==> config.mk <==
export PLATFORM = sky130hd
export DESIGN_NAME = decode_queue_flat
export DESIGN_NICKNAME = d
export VERILOG_FILES = /design/src/rtl/decode_queue_if.sv /design/src/rtl/decode_queue.sv /design/src/flat_wrapper.sv
export SDC_FILE = /design/constraint.sdc
export NUM_CORES = 1
export LEC_CHECK = 0
export CAP_MARGIN = 0
export CORE_ASPECT_RATIO = 1.5
export CORE_MARGIN = 5
export CORE_UTILIZATION = 57
export DETAILED_ROUTE_END_ITERATION = 7
export GPL_TIMING_DRIVEN = 1
export PLACE_DENSITY = 0.86
export SLEW_MARGIN = 30
export SYNTH_ARGS = -nofsm -noshare
export SYNTH_HDL_FRONTEND = slang
export SYNTH_SLANG_ARGS = --single-unit
==> constraint.sdc <==
create_clock -name clk -period 7.7 [get_ports clk]
set_input_delay 1.925 -clock clk [delete_from_list [all_inputs] [get_ports clk]]
set_output_delay 1.925 -clock clk [all_outputs]
set_load 0.02 [all_outputs]
==> src/rtl/decode_queue_if.sv <==
// Fetch-side and decode-side handshake bundle for the decode queue.
// Both handshakes use the same rule: a transfer happens on a rising clk edge where valid && ready.
interface decode_queue_if #(
  parameter int ADDR_WIDTH  = 12,
  parameter int INSTR_WIDTH = 32
);
  logic                   fetch_valid;
  logic [ADDR_WIDTH-1:0]  fetch_pc;
  logic [INSTR_WIDTH-1:0] fetch_instr;
  logic                   fetch_ready;

  logic                   dec_valid;
  logic                   dec_ready;
  logic [ADDR_WIDTH-1:0]  dec_pc;
  logic [6:0]             dec_opcode;
  logic [4:0]             dec_rd;
  logic [4:0]             dec_rs1;
  logic [4:0]             dec_rs2;
  logic [2:0]             dec_funct3;
  logic [6:0]             dec_funct7;
  logic [31:0]            dec_imm;
  logic                   dec_illegal;

  modport slave (
    input  fetch_valid, fetch_pc, fetch_instr, dec_ready,
    output fetch_ready, dec_valid, dec_pc, dec_opcode, dec_rd, dec_rs1,
           dec_rs2, dec_funct3, dec_funct7, dec_imm, dec_illegal
  );

  modport master (
    output fetch_valid, fetch_pc, fetch_instr, dec_ready,
    input  fetch_ready, dec_valid, dec_pc, dec_opcode, dec_rd, dec_rs1,
           dec_rs2, dec_funct3, dec_funct7, dec_imm, dec_illegal
  );
endinterface

==> src/rtl/decode_queue.sv <==
// Circular FIFO of (pc, instr) pairs between fetch and rename, with RV32I field
// decode of the head entry and a flush point for branch redirects.
module decode_queue #(
  parameter int ADDR_WIDTH  = 12,
  parameter int INSTR_WIDTH = 32,
  parameter int DEPTH       = 4
) (
  input  logic                     clk,
  input  logic                     reset,
  input  logic                     flush,
  decode_queue_if.slave            bus,
  output logic [$clog2(DEPTH):0]   count
);
  localparam int PW = $clog2(DEPTH);
  localparam logic [PW:0] CNT_FULL = DEPTH[PW:0];

  logic [ADDR_WIDTH-1:0]  pc_mem    [DEPTH];
  logic [INSTR_WIDTH-1:0] instr_mem [DEPTH];
  logic [PW-1:0]          wr_ptr;
  logic [PW-1:0]          rd_ptr;
  logic                   push;
  logic                   pop;
  logic                   not_empty;

  // Ready depends only on registered occupancy; a full queue never takes a pop-bypass.
  assign bus.fetch_ready = (count != CNT_FULL);
  assign not_empty       = (count != '0);
  assign bus.dec_valid   = not_empty;
  assign push            = bus.fetch_valid & bus.fetch_ready;
  assign pop             = not_empty & bus.dec_ready;

  always_ff @(posedge clk) begin
    if (push) begin
      pc_mem[wr_ptr]    <= bus.fetch_pc;
      instr_mem[wr_ptr] <= bus.fetch_instr;
    end
  end

  always_ff @(posedge clk) begin
    if (reset || flush) begin
      count  <= '0;
      wr_ptr <= '0;
      rd_ptr <= '0;
    end else begin
      if (push) wr_ptr <= wr_ptr + 1'b1;
      if (pop)  rd_ptr <= rd_ptr + 1'b1;
      if (push && !pop)      count <= count + 1'b1;
      else if (!push && pop) count <= count - 1'b1;
    end
  end

  logic [31:0] head;
  logic [31:0] imm;
  logic        illegal;
  logic        no_rd;

  assign head = instr_mem[rd_ptr];

  always_comb begin
    imm     = '0;
    illegal = 1'b0;
    no_rd   = 1'b0;
    case (head[6:0])
      7'b0110111, 7'b0010111: imm = {head[31:12], 12'b0};
      7'b1101111: imm = {{11{head[31]}}, head[31], head[19:12], head[20], head[30:21], 1'b0};
      7'b1100111, 7'b0000011, 7'b0010011: imm = {{20{head[31]}}, head[31:20]};
      7'b0100011: begin
        imm   = {{20{head[31]}}, head[31:25], head[11:7]};
        no_rd = 1'b1;
      end
      7'b1100011: begin
        imm   = {{19{head[31]}}, head[31], head[7], head[30:25], head[11:8], 1'b0};
        no_rd = 1'b1;
      end
      7'b0110011: imm = '0;
      default: begin
        illegal = 1'b1;
        no_rd   = 1'b1;
      end
    endcase
  end

  assign bus.dec_pc      = pc_mem[rd_ptr];
  assign bus.dec_opcode  = head[6:0];
  assign bus.dec_rd      = no_rd ? 5'd0 : head[11:7];
  assign bus.dec_rs1     = head[19:15];
  assign bus.dec_rs2     = head[24:20];
  assign bus.dec_funct3  = head[14:12];
  assign bus.dec_funct7  = head[31:25];
  assign bus.dec_imm     = imm;
  // Stale storage behind an empty queue must never look like an illegal instruction.
  assign bus.dec_illegal = illegal & not_empty;
endmodule

==> src/flat_wrapper.sv <==
// flat-port wrapper written by rule: the top's interface ports become plain ports
module decode_queue_flat 
#(
  parameter int ADDR_WIDTH  = 12,
  parameter int INSTR_WIDTH = 32,
  parameter int DEPTH       = 4
)
  (clk, reset, flush, count, bus_fetch_valid, bus_fetch_pc, bus_fetch_instr, bus_dec_ready, bus_fetch_ready, bus_dec_valid, bus_dec_pc, bus_dec_opcode, bus_dec_rd, bus_dec_rs1, bus_dec_rs2, bus_dec_funct3, bus_dec_funct7, bus_dec_imm, bus_dec_illegal);
  decode_queue_if #(.ADDR_WIDTH(ADDR_WIDTH), .INSTR_WIDTH(INSTR_WIDTH)) bus_i ();
  input  logic clk;
  input  logic reset;
  input  logic flush;
  output logic [$clog2(DEPTH):0] count;
  input wire logic [$bits(bus_i.fetch_valid)-1:0] bus_fetch_valid;
  input wire logic [$bits(bus_i.fetch_pc)-1:0] bus_fetch_pc;
  input wire logic [$bits(bus_i.fetch_instr)-1:0] bus_fetch_instr;
  input wire logic [$bits(bus_i.dec_ready)-1:0] bus_dec_ready;
  output wire logic [$bits(bus_i.fetch_ready)-1:0] bus_fetch_ready;
  output wire logic [$bits(bus_i.dec_valid)-1:0] bus_dec_valid;
  output wire logic [$bits(bus_i.dec_pc)-1:0] bus_dec_pc;
  output wire logic [$bits(bus_i.dec_opcode)-1:0] bus_dec_opcode;
  output wire logic [$bits(bus_i.dec_rd)-1:0] bus_dec_rd;
  output wire logic [$bits(bus_i.dec_rs1)-1:0] bus_dec_rs1;
  output wire logic [$bits(bus_i.dec_rs2)-1:0] bus_dec_rs2;
  output wire logic [$bits(bus_i.dec_funct3)-1:0] bus_dec_funct3;
  output wire logic [$bits(bus_i.dec_funct7)-1:0] bus_dec_funct7;
  output wire logic [$bits(bus_i.dec_imm)-1:0] bus_dec_imm;
  output wire logic [$bits(bus_i.dec_illegal)-1:0] bus_dec_illegal;
  assign bus_i.fetch_valid = bus_fetch_valid;
  assign bus_i.fetch_pc = bus_fetch_pc;
  assign bus_i.fetch_instr = bus_fetch_instr;
  assign bus_i.dec_ready = bus_dec_ready;
  assign bus_fetch_ready = bus_i.fetch_ready;
  assign bus_dec_valid = bus_i.dec_valid;
  assign bus_dec_pc = bus_i.dec_pc;
  assign bus_dec_opcode = bus_i.dec_opcode;
  assign bus_dec_rd = bus_i.dec_rd;
  assign bus_dec_rs1 = bus_i.dec_rs1;
  assign bus_dec_rs2 = bus_i.dec_rs2;
  assign bus_dec_funct3 = bus_i.dec_funct3;
  assign bus_dec_funct7 = bus_i.dec_funct7;
  assign bus_dec_imm = bus_i.dec_imm;
  assign bus_dec_illegal = bus_i.dec_illegal;
  decode_queue #(.ADDR_WIDTH(ADDR_WIDTH), .INSTR_WIDTH(INSTR_WIDTH), .DEPTH(DEPTH)) u_core (.clk(clk), .reset(reset), .flush(flush), .bus(bus_i), .count(count));
endmodule
[After elaboration in Yosys (flattened, before gate mapping)]
Memories as Yosys holds them, arrays and structs flattened. A register that Yosys moved wholly into a read port is not among the register bits.
Index checks and enable logic that the tools add are counted.
Cells by class
  add/sub/neg operators: 4
  equal/unequal tests: 10
  muxes and demuxes: 11
  bitwise logic cells: 3
  reduce and logical (&&, ||, !) cells: 11
Operators with widths (number)
  32-bit one-hot mux with 5 select lines: 1
  7-bit by 6-bit == test with 1-bit output, second input constant: 3
  7-bit == test, second input constant: 3
  7-bit by 5-bit == test with 1-bit output, second input constant: 2
  9-bit OR reduction: 1
  2-bit two-way mux: 4
  7-bit by 2-bit == test with 1-bit output, second input constant: 1
  7-bit OR reduction: 1
  3-bit two-way mux: 2
  5-bit two-way mux: 1
  2-bit by 1-bit adder with 2-bit output, second input constant: 2
  3-bit by 1-bit adder with 3-bit output, second input constant: 1
  1-bit bitwise AND: 3
  1-bit two-way mux: 3
  3-bit inequality test, second input constant: 1
  3-bit nonzero test: 1
  3-bit OR reduction: 1
  3-bit by 1-bit subtractor with 3-bit output, second input constant: 1
  1-bit logical AND: 2
  1-bit zero test: 2
  2-bit nonzero test: 1
  2-bit OR reduction: 1
  1-bit logical OR: 1
Storage, ports and cells
  bits in registers: 7
  RAM bits: 176
  input bits: 49
  output and inout port bits: 82
  logic and storage cells: 44
  memories: 2
Memories
  u_core.instr_mem: words 4, bits a word 32, read ports 1, clocked after memory_dff 1, wr ports 1, RTL line decode_queue.sv:18  | logic [INSTR_WIDTH-1:0] instr_mem [DEPTH];
  u_core.pc_mem: words 4, bits a word 12, read ports 1, clocked after memory_dff 1, wr ports 1, RTL line decode_queue.sv:17  | logic [ADDR_WIDTH-1:0] pc_mem [DEPTH];

[Logic depth before layout (Yosys ltp)]
  depth in word-level cells: 6
  mapped depth: 9
  mapped depth without buffers: 9

[Least setup slack after synthesis]
No wires, ideal clock.
  path kind: register to output
  start point: register (tool-made name)
  end point: output port bus_dec_illegal
  arrival time: 2.661 ns
  required time: 5.775 ns
  setup slack: 3.114 ns
  cell stages (with the launch flop): 7
  path buffers: 2
  path through: dfxtp_1 -> buf_6 -> mux4_2 -> buf_2 -> and2b_1 -> a2111oi_4 -> a2111oi_0
RTL lines
  end, declared: RTL line flat_wrapper.sv:28  | output wire logic [$bits(bus_i.dec_illegal)-1:0] bus_dec_illegal;

==> impl_results.md <==
- Num CTS Buffers: 17
- Share of cells above drive strength 1: 19.5%
- GRT Util Overall: 20.6%
- Ys flop type: edfxtp_1
- Reg power frac: 50.3%
- Final Max Slew Viols: 0
- Antenna violations before repair: 0
- DR vias/cell: 5.96
- # clock sinks: approximately 190
- Synth Register Bits: 185
- Total core area: 0.0130 mm^2
- Post-CTS setup buffers: 0
- Largest area contributor in the netlist: edfxtp_1
- Seq/Total Area, Yosys: between 70% and 80%
- Critical R2R Launch: u_core.count[0]
- Internal power: 1.76 mW
- FMAX: 0.163 GHz
- Root Buffer: clkbuf_16
- WL/cell: 23.1 um
- CP required: 5780 ps
- Switch Pwr: 540 uW
- CP max FO: 44
- Post-synth cell types: 52
- Largest net degree at the start of global routing: 45
- Maxcap violations: 0
- RSZ-0062 raised after global routing: false
- Worst hold slack: ~560 ps
- Row cnt: 51
- CTS tree: built
- Post-Syn Instances: 367
- Actual slew at the worst max-slew pin: 980 ps
- Clk buf depth: 2
- Remaining global-route overflow: 0
- Global-route wire length before repair: roughly 24 mm
- Die Height: 150 um
- Synth warnings: 0
- Hold WC Path Type: reg -> reg
- Post-CTS sizing: 0
- Sw frac: 23.4%
- Worst rel slew slack: approximately a third
- Top cells by area, synth: edfxtp_1, mux4_2, dfxtp_1, o2bb2ai_2, and2_1
- Crit Path Class: reg -> out
- CP Capture Type: output pin
- Final worst path period need: 6150 ps
- R2R setup slack: approximately 5200 ps
- Vias: 4,002
- Hold path depth: 2
- Port bufs: 130
- Setup_tns: 0 ps
- Worst ir drop on vdd: 0.203 mV
- Gp weighted congestion: 0.838
- Vias in the first global route: 4,346
- Leak: between 3 and 4 nW
- Final Net Count: 555
- Fin area: 0.00949 mm^2
- Worst r2r dst: u_core.instr_mem[3][6]
- CTS clk-pin slew, worst paths: 70 ps
- H-tree Lvls: 4
- Hold Fails Final Rpt: 0
- Post-synthesis cell area: 0.00748 mm^2
- Die Area: 0.0156 mm^2
- Clock power share: 37.0%
- DRT Pass-1 Iters: 6
- IO Pins: 131
- Detailed Place HPWL: 10.4 mm
- Worst R2R Path Depth: 4
- Drt initial violations: 256
- Post-DP Area: between 0.008 and 0.009 mm^2
- Syn avg cell area: 20.4 um^2
- Top-area cell type share of the netlist area: 70.6%
- Synthesized Nets: ~420
- FFs w/ async S/R, synth: 0%
- End point of the critical path: bus_dec_imm[19]
- Crit share post-route: 79.9%
- Finish-stage setup viols: 0
- Combinational share of power: 12.7%
- Status: finished, final reports clean
- Die X: 104 um
- Latest clock arrival within the worst-skew pair: about 420 ps
- Fillers: ~750
- Cts hold-fix bufs: 0
- Initial Util: 57.8%
- Synth-to-layout area growth: 26.8%
- Post-synth EDFFs: 176
- PwrDens: 243 mW/mm^2
- # diodes: 0
- Worst path arrival time: 4230 ps
- WL final: 15.5 mm
- Startpoint Class: flip-flop
- DRC Markers: 0
- Final ANT Viol Nets: 0
- Clock skew: 14.4 ps
flip-flops by register name (all words and copies together), names as in the netlist, named ones only:
name	count
u_core.count	3
u_core.instr_mem	128
u_core.pc_mem	48
u_core.rd_ptr	2
u_core.wr_ptr	2
through the flow:
stage	instances	setup WS (ps)	total power, mW	util [%]
CTS	672	1510	2.32	73.3
floorplan	367	3110	1.34	-
finish	672	1550	2.30	73.3
detailed placement	640	1960	1.47	68.7
global placement	640	2060	1.46	68.7
global route	672	1350	2.38	73.3
layer usage:
layer  global-route usage, %  vias to the layer above  part of all wire [%]
met5                       0                        -                     0
met3                    4.85                       22                   5.6
met2                    36.9                      163                    56
met1                    24.3                     2046                    37
li1                        -                     1771                     -
met4                    7.42                        0                   1.6
layout by cell type (no fill, tap or decap), types with 8 or more instances in the layout:
| cell type | instances |
|---|---|
| and2_1 | 8 |
| clkbuf_16 | 17 |
| clkdlybuf4s50_1 | 130 |
| edfxtp_1 | 176 |
| inv_1 | 13 |
| mux4_2 | 42 |
| nor2_1 | 9 |
| o22ai_1 | 8 |
| o2bb2ai_2 | 10 |
layout make-up:
type | count | area, um^2 | share of cell area (%)
sequential | 185 | 5470 | 57.6
multi-input combinational | 149 | 1850 | 19.5
timing repair buffer | 134 | 1330 | 14.0
clock buffer | 18 | 429 | 4.52
tap | 159 | 199 | 2.10
clock inverter | 14 | 160 | 1.69
inverter | 13 | 48.8 | 0.514
cell usage after synthesis, types with 3 or more instances:
cell type,instances
inv_1,13
dfxtp_1,9
nand3_1,3
xor2_1,4
nor3_1,3
buf_4,3
nand2_1,5
nor3b_1,6
o2bb2ai_2,10
a22o_1,4
ha_1,5
o22ai_1,8
buf_2,8
clkbuf_1,6
mux4_2,42
and2_1,12
edfxtp_1,176
nor2_1,9
critical path, stage by stage, from the launching register on:
cell             delay, ps
dfxtp_4                900
mux4_1                 850
and2_1                 300
a2111o_1               690
o22ai_1                360
clkdlybuf4s50_1        670
worst min path at each step:
| stage | end | start | slack [ps] |
|---|---|---|---|
| finish | u_core.wr_ptr[1] | u_core.wr_ptr[1] | 560 |
| CTS | flip-flop | u_core.rd_ptr[0] | 560 |
| detailed placement | u_core.rd_ptr[0] | u_core.rd_ptr[0] | 530 |
| global route | u_core.count[2] | u_core.count[2] | 590 |
| global placement | flip-flop | u_core.rd_ptr[1] | 500 |
| floorplan | flip-flop | u_core.rd_ptr[1] | 480 |
power groups by stage:
stage | clock network (mW) | registers, mW | logic, mW
after CTS | 0.866 | 1.16 | 0.294
after floorplan | 0 | 1.17 | 0.165
after detailed placement | 0 | 1.18 | 0.292
after global placement | 0 | 1.18 | 0.284
after global routing | 0.911 | 1.16 | 0.309
final | 0.853 | 1.16 | 0.293
kinds of logic after synthesis:
| group | synth area share [%] |
|---|---|
| fa+ha+maj | 1.10 |
| flops | 73.0 |
| simple gates | 4.31 |
| xor+xnor | 0.585 |
| mux | 13.6 |
| compound gates | 5.08 |
| buf+inv | 2.29 |
(Power assumes the default switching activity.)
